File: src/rtl/batch_buffer_ctrl.sv
// Batch capture/drain controller: fills a dual-port memory with one batch of
// bytes from a source, then replays it to a transmitter one byte at a time.
module batch_buffer_ctrl #(
  parameter int BATCH_SIZE     = 1000,
  parameter int MEM_ADDR_WIDTH = $clog2(BATCH_SIZE),
  parameter int DATA_WIDTH     = 8
) (
  input  logic                      clk,
  input  logic                      rst,
  input  logic                      start,
  input  logic                      abort,
  input  logic                      in_valid,
  input  logic [DATA_WIDTH-1:0]     in_data,
  output logic                      in_ready,
  output logic                      mem_wea,
  output logic [MEM_ADDR_WIDTH-1:0] mem_addra,
  output logic [DATA_WIDTH-1:0]     mem_dina,
  output logic                      mem_enb,
  output logic [MEM_ADDR_WIDTH-1:0] mem_addrb,
  input  logic [DATA_WIDTH-1:0]     mem_doutb,
  output logic                      tx_valid,
  output logic [DATA_WIDTH-1:0]     tx_data,
  input  logic                      tx_ready,
  output logic                      busy,
  output logic                      done
);

  typedef enum logic [2:0] {
    IDLE,
    FILL,
    READ,
    LOAD,
    SEND
  } state_e;

  localparam logic [MEM_ADDR_WIDTH-1:0] LastAddr = MEM_ADDR_WIDTH'(BATCH_SIZE - 1);
  localparam logic [MEM_ADDR_WIDTH-1:0] AddrOne  = MEM_ADDR_WIDTH'(1);

  state_e                    state_q, state_d;
  logic [MEM_ADDR_WIDTH-1:0] wr_ptr_q, wr_ptr_d;
  logic [MEM_ADDR_WIDTH-1:0] rd_ptr_q, rd_ptr_d;
  logic [DATA_WIDTH-1:0]     tx_data_q, tx_data_d;
  logic                      done_q, done_d;
  logic                      wr_accept;
  logic                      tx_accept;

  // abort masks the handshakes in the same cycle so nothing is counted
  assign in_ready  = (state_q == FILL) && !abort;
  assign tx_valid  = (state_q == SEND) && !abort;
  assign wr_accept = in_valid && in_ready;
  assign tx_accept = tx_valid && tx_ready;

  assign mem_wea   = wr_accept;
  assign mem_addra = wr_ptr_q;
  assign mem_dina  = in_data;
  assign mem_enb   = (state_q == READ);
  assign mem_addrb = rd_ptr_q;
  assign tx_data   = tx_data_q;
  assign busy      = (state_q != IDLE);
  assign done      = done_q;

  always_ff @(posedge clk) begin
    if (rst) begin
      state_q   <= IDLE;
      wr_ptr_q  <= '0;
      rd_ptr_q  <= '0;
      tx_data_q <= '0;
      done_q    <= 1'b0;
    end else begin
      state_q   <= state_d;
      wr_ptr_q  <= wr_ptr_d;
      rd_ptr_q  <= rd_ptr_d;
      tx_data_q <= tx_data_d;
      done_q    <= done_d;
    end
  end

  always_comb begin
    state_d   = state_q;
    wr_ptr_d  = wr_ptr_q;
    rd_ptr_d  = rd_ptr_q;
    tx_data_d = tx_data_q;
    done_d    = 1'b0;

    if (abort && (state_q != IDLE)) begin
      state_d  = IDLE;
      wr_ptr_d = '0;
      rd_ptr_d = '0;
    end else begin
      unique case (state_q)
        IDLE: begin
          if (start && !abort) begin
            state_d  = FILL;
            wr_ptr_d = '0;
          end
        end
        FILL: begin
          // the final write holds wr_ptr at the last address instead of wrapping
          if (wr_accept) begin
            if (wr_ptr_q == LastAddr) begin
              state_d  = READ;
              rd_ptr_d = '0;
            end else begin
              wr_ptr_d = wr_ptr_q + AddrOne;
            end
          end
        end
        READ: begin
          state_d = LOAD;
        end
        LOAD: begin
          tx_data_d = mem_doutb;
          state_d   = SEND;
        end
        SEND: begin
          if (tx_accept) begin
            if (rd_ptr_q == LastAddr) begin
              state_d = IDLE;
              done_d  = 1'b1;
            end else begin
              rd_ptr_d = rd_ptr_q + AddrOne;
              state_d  = READ;
            end
          end
        end
        default: begin
          state_d = IDLE;
        end
      endcase
    end
  end

endmodule

File: config.mk
export PLATFORM = sky130hd
export DESIGN_NAME = batch_buffer_ctrl
export DESIGN_NICKNAME = d
export VERILOG_FILES = /design/src/rtl/batch_buffer_ctrl.sv
export SDC_FILE = /design/constraint.sdc
export NUM_CORES = 1
export LEC_CHECK = 0
export BUFFER_PORTS_ARGS = -buffer_cell sky130_fd_sc_hd__clkbuf_2
export CAP_MARGIN = 20
export CORE_UTILIZATION = 44
export DETAILED_ROUTE_END_ITERATION = 6
export PLACE_DENSITY = 0.74
export SLEW_MARGIN = 20
export SYNTH_ARGS = -nofsm -noshare
export SYNTH_HDL_FRONTEND = slang
export SYNTH_SLANG_ARGS = --single-unit
File: constraint.sdc
create_clock -name clk -period 1.9 [get_ports clk]
set_input_delay 0.38 -clock clk [delete_from_list [all_inputs] [get_ports clk]]
set_output_delay 0.38 -clock clk [all_outputs]
set_load 0.02 [all_outputs]
[Word level (Yosys, flattened, before mapping)]
Index checks and enable logic that the tools add are counted.
Word-level totals
  flip-flop bits (word level): 32
  bits in latches: 0
  bits in writable memories: 0
  ROM bits: 0
  input bits: 22
  output and inout port bits: 42
  word-level logic and storage cells: 55
  memories: 0
Operators by class
  add/subtract/negate cells: 2
  multipliers: 0
  div/mod/pow operators: 0
  magnitude comparators: 0
  eq/ne operators: 12
  shifts and indexed selects: 0
  multiplexer cells: 16
  bitwise logic cells: 3
  reductions and logical operators: 17
Operators with widths (number)
  $mux 10: 7
  $pmux 10 s2: 2
  $add 10x1->10 const B: 2
  $eq 10x10->1 const B: 2
  $pmux 3 s5: 1
  $mux 3: 4
  $ne 2x2->1 const B: 5
  $reduce_and 4->1: 2
  $eq 3x2->1 const B: 2
  $logic_and 1x1->1: 6
  $reduce_and 5->1: 1
  $reduce_bool 2->1: 2
  $reduce_or 4->1: 1
  $eq 3x1->1 const B: 1
  $eq 3x3->1 const B: 1
  $logic_not 3->1: 1
  $not 1->1: 3
  $reduce_bool 3->1: 1
  $mux 2: 1
  $ne 2x1->1 const B: 1
  $reduce_and 2->1: 1
  $reduce_or 2->1: 1
  $logic_not 1->1: 1
  $mux 1: 1

[Logic depth before layout (Yosys ltp)]
  word-level depth: 5
  depth in mapped cells: 7
  depth with buffers taken out: 6

[Least setup slack after synthesis]
OpenSTA, ideal clock, no wires.
  path type: register to register
  start point: register state_q[0]
  end point: register wr_ptr_q[9], in the netlist mem_addra[9]
  library setup time: 0.096 ns
  arrival: 1.946 ns
  data required time: 1.804 ns
  slack: -0.142 ns
  cell stages (with the launch flop): 8
  buffers on the path: 3
  period minus slack after synthesis: 2.042 ns
  cell sequence: dfxtp_1 > buf_4 > or3b_4 > or3_1 > buf_2 > or3_1 > buf_2 > o41ai_2
Between the ends
  longest elaborated chain between the ends: 5
  elaborated cells between the ends (all ways): 13
  classes of those cells: eq/ne (4); mux (1); reduce/logical (8)
RTL lines
  from (decl): RTL line 39  | state_e state_q, state_d;
  from (signal assigned): RTL line 70  | state_q <= state_d;
  $eq 3x1->1: RTL line 48, 90
  $logic_and 1x1->1: RTL line 48  | assign in_ready = (state_q == FILL) && !abort;
  $logic_and 1x1->1: RTL line 50  | assign wr_accept = in_valid && in_ready;
  $ne 2x2->1 (no line)
  $reduce_and 4->1 (no line)
  to (signal assigned): RTL line 71  | wr_ptr_q <= wr_ptr_d;
  to (decl): RTL line 40  | logic [MEM_ADDR_WIDTH-1:0] wr_ptr_q, wr_ptr_d;
Parallel ways exist; a longest one is shown, timed or not.
A chain may end at the register's enable or synchronous reset.

[Final worst setup path]
  start point: register state_q[1]
  end point: output mem_wea
Between the ends
  longest elaborated chain between the ends: 3
RTL lines
  $eq 3x1->1: RTL line 48
  $logic_and 1x1->1: RTL line 48
  $logic_and 1x1->1: RTL line 50
  to (decl): RTL line 15  | output logic mem_wea,
Every way passes these cells.

==> flow_summary.json <==
{
  "synthMuxAreaShare_pct": 5.86,
  "finalInstanceArea_mm2": 0.00235,
  "fmax_ghz": 0.499,
  "reg2reg_from": "state_q[1]",
  "dr.pass1.iters": 4,
  "place_area_mm2": 0.00213,
  "cts.sinks": 32,
  "synth_cells": 207,
  "antenna_found_initial": 0,
  "fp.dieW_um": 64.3,
  "r2r_slack_ps": -100,
  "routed_wirelength_mm": 4.61,
  "setup_viol": 11,
  "dieArea_mm2": 0.00413,
  "vdd_drop_max_uv": 411,
  "synth_xor_area_share_pct": 0,
  "drcViolationCount": 0,
  "critPathArrivalTime_ps": 1620,
  "drtIter0Drc": 81,
  "final_nets": 299,
  "fin_hold_ws_ps": 323,
  "syn2layout_area_growth_pct": 37.7,
  "layout-drive-gt1-share_pct": 38.8,
  "maxSlewHeadroom_pct": 71.3,
  "leakage_uw": 0.00100,
  "skew_ps": 11.6,
  "slowest_stage": "or3b_4",
  "synthFlopType": "dfxtp_1",
  "synth_edf_count": 0,
  "syn_nets": 231,
  "ys_types": 42,
  "required_ps": 1520,
  "gp_congestion": 0.808,
  "cts_buffer_depth": 2,
  "max_cap_viol_count": 0,
  "htree_levels": 2,
  "synth_seq_cells": 32,
  "min_to": "tx_data[6]",
  "rr_worst_depth": 7,
  "worst_pin_slew_ps": 426,
  "status": "finished with violations",
  "path_cells": "or3b_4 -> or3b_4 -> inv_2 -> buf_8",
  "core_mm2": 0.00369,
  "synth_top_family_by_area": "simple AND/OR/NAND/NOR gates",
  "synth_compound_area_share_pct": 22.4,
  "powerDensity_mw_per_mm2": 607,
  "syn_area_mm2": 0.00171,
  "cts_root_buf": "clkbuf_8",
  "finalWorstSetupSlack_ps": -104,
  "violations": "negative setup slack",
  "yosysWarnings": 0,
  "avgRoutedWirePerCell_um": 14.2,
  "worstHoldStart": "mem_doutb[6]",
  "rows": 22,
  "dp_hpwl_mm": 3.00,
  "start_util_pct": 46.3,
  "fin_crit_sh_pct": 105,
  "num_vias": 1810,
  "path_common_cell": "or3b_4",
  "ios": 64,
  "rsz0062_at_grt": "yes",
  "cts_tree": "yes",
  "timing.final.max_slew_violations": 0,
  "clk_pin_slew_ps": 70,
  "hold_depth": 3,
  "slowest_delay_ps": 420,
  "reg2reg_to": "mem_addrb[0]",
  "io_buffers": 47,
  "antenna_cells": 0,
  "grt_max_degree": 12,
  "via_per_inst": 5.59,
  "critPathKind": "reg2out",
  "ant_nets": 0,
  "startpoint_type": "flip-flop",
  "placed_cells": 310,
  "async_flop_share_pct": 0,
  "cts-buffers-inserted": 5,
  "fin_setup_tns_ps": -525,
  "hold_violations": 0,
  "grtUsageTotal_pct": 23.3,
  "grt_pass1_wl_mm": 7.56,
  "worstPathMaxFanout": 3,
  "overflow": 0,
  "ys_seq_area_share_pct": 37.5,
  "die_h_um": 64.3,
  "period_needed_ps": 2000,
  "syn_avg_cell_area_um2": 8.25,
  "grt_pass1_vias": 1664,
  "crit_path_end_kind": "output pin",
  "fin_cells": 324,
  "ctsHoldBuffers": 0,
  "clk_latency_ps": 290,
  "synthAdderAreaFrac_pct": 1.47,
  "yosys.area_share.simple_pct": 25.8,
  "hp-class": "in2reg"
}
[metal layers]
| metal | part of all wire [%] | global-route usage (%) | wire [um] | vias up |
|---|---|---|---|---|
| met5 | 0 | 0 | 0 | - |
| met4 | 1.6 | 10.3 | 72 | 0 |
| met3 | 6.3 | 5.89 | 289 | 9 |
| met2 | 47 | 36.6 | 2150 | 62 |
| met1 | 46 | 29.9 | 2100 | 854 |
| li1 | - | - | - | 885 |
[critical path, delay by kind of cell, from the launching register on]
| family | cells | cell delay (ps) |
|---|---|---|
| flops | 1 | 330 |
| buf+inv | 2 | 200 |
| simple gates | 2 | 810 |
[metrics by stage]
step	setup slack [ps]	total power (uW)	util (%)
final	-104	1430	63.7
after global routing	-134	1480	63.7
after CTS	-136	1420	61.9
after detailed placement	2.18	856	57.6
after global placement	41.4	855	57.6
after floorplan	-141	813	-
[what timing repair did]
item | in CTS | in global routing
resized for setup | 8 | 14
setup endpoints to repair | 7 | 18
pin swaps | 5 | 3
cloned | 0 | 0
buffers inserted | 4 | 2
[cell usage in the layout, fill, tap and decap left out, types with 2 or more instances in the layout]
| master | instances |
|---|---|
| nand2b_1 | 5 |
| o21ai_0 | 16 |
| buf_6 | 2 |
| nor2_1 | 26 |
| dfxtp_1 | 30 |
| nand3_1 | 8 |
| o31ai_2 | 3 |
| a31oi_1 | 6 |
| inv_1 | 5 |
| nand4_1 | 3 |
| a21o_1 | 2 |
| or3_1 | 2 |
| clkinv_2 | 2 |
| a22o_1 | 3 |
| nor2b_1 | 3 |
| clkbuf_8 | 6 |
| or3b_4 | 2 |
| a32o_1 | 2 |
| nor3_1 | 4 |
| or3_4 | 3 |
| clkbuf_2 | 45 |
| buf_4 | 28 |
| nand2_1 | 9 |
| a21oi_1 | 12 |
| and2_1 | 2 |
| dfxtp_2 | 2 |
| mux2i_1 | 10 |
| ha_1 | 2 |
| and3_1 | 6 |
| o31ai_1 | 3 |
[cell usage after synthesis, types with 2 or more instances]
library cell	number	share of area [%]
a2111oi_0	2	1.0
a21o_1	2	0.88
a21oi_1	12	3.5
a22o_1	3	1.5
a31oi_1	6	2.2
a32o_1	2	1.2
and2_1	2	0.73
and3_1	7	2.6
buf_2	2	0.59
buf_4	9	4.0
clkbuf_1	4	0.88
dfxtp_1	32	38
ha_1	2	1.5
inv_1	5	1.1
mux2i_1	10	5.9
nand2_1	10	2.2
nand2b_1	5	1.8
nand3_1	8	2.3
nand4_1	3	1.1
nor2_1	28	6.2
nor2b_1	3	1.1
nor3_1	4	1.2
o21ai_0	16	4.7
o31ai_1	7	3.1
or3_1	5	1.8
or3b_4	2	1.3
[state kept, by name, indices dropped and copies added (netlist names)]
signal / count
mem_addrb: 10
tx_data: 8
state_q: 3
done: 1
mem_addra: 10
[logic make-up (layout without fill, tap and decap cells)]
group,after synthesis,count (layout)
compound gates,57,57
fa+ha+maj,2,2
buf+inv,22,91
flops,32,32
mux,10,10
simple gates,84,84
[how the worst max path moves through the flow]
stage	endpoint	cells past startpoint	slack (ps)	from
floorplan	mem_addra[9]	7	-140	state_q[0]
global placement	mem_addra[9]	4	40	state_q[1]
detailed placement	mem_addra[9]	4	2	state_q[1]
CTS	mem_wea	4	-140	state_q[1]
global route	mem_wea	4	-130	state_q[1]
finish	mem_wea	4	-100	state_q[1]
[power by group]
part | switching [uW] | internal, uW | total (uW)
Combinational | 106 | 88.6 | 195
Sequential | 2.20 | 676 | 678
Clock | 267 | 289 | 556
[area by class of cell]
| type | instances | area, um2 |
|---|---|---|
| Clock buffer | 6 | 82.6 |
| Tap cell | 48 | 60.1 |
| Multi-Input combinational cell | 153 | 1040 |
| Fill cell | 325 | 1340 |
| Sequential cell | 32 | 643 |
| Timing Repair Buffer | 77 | 493 |
| Clock inverter | 2 | 10.0 |
| Inverter | 6 | 22.5 |
No activity file was read; power rests on OpenSTA's default activity.
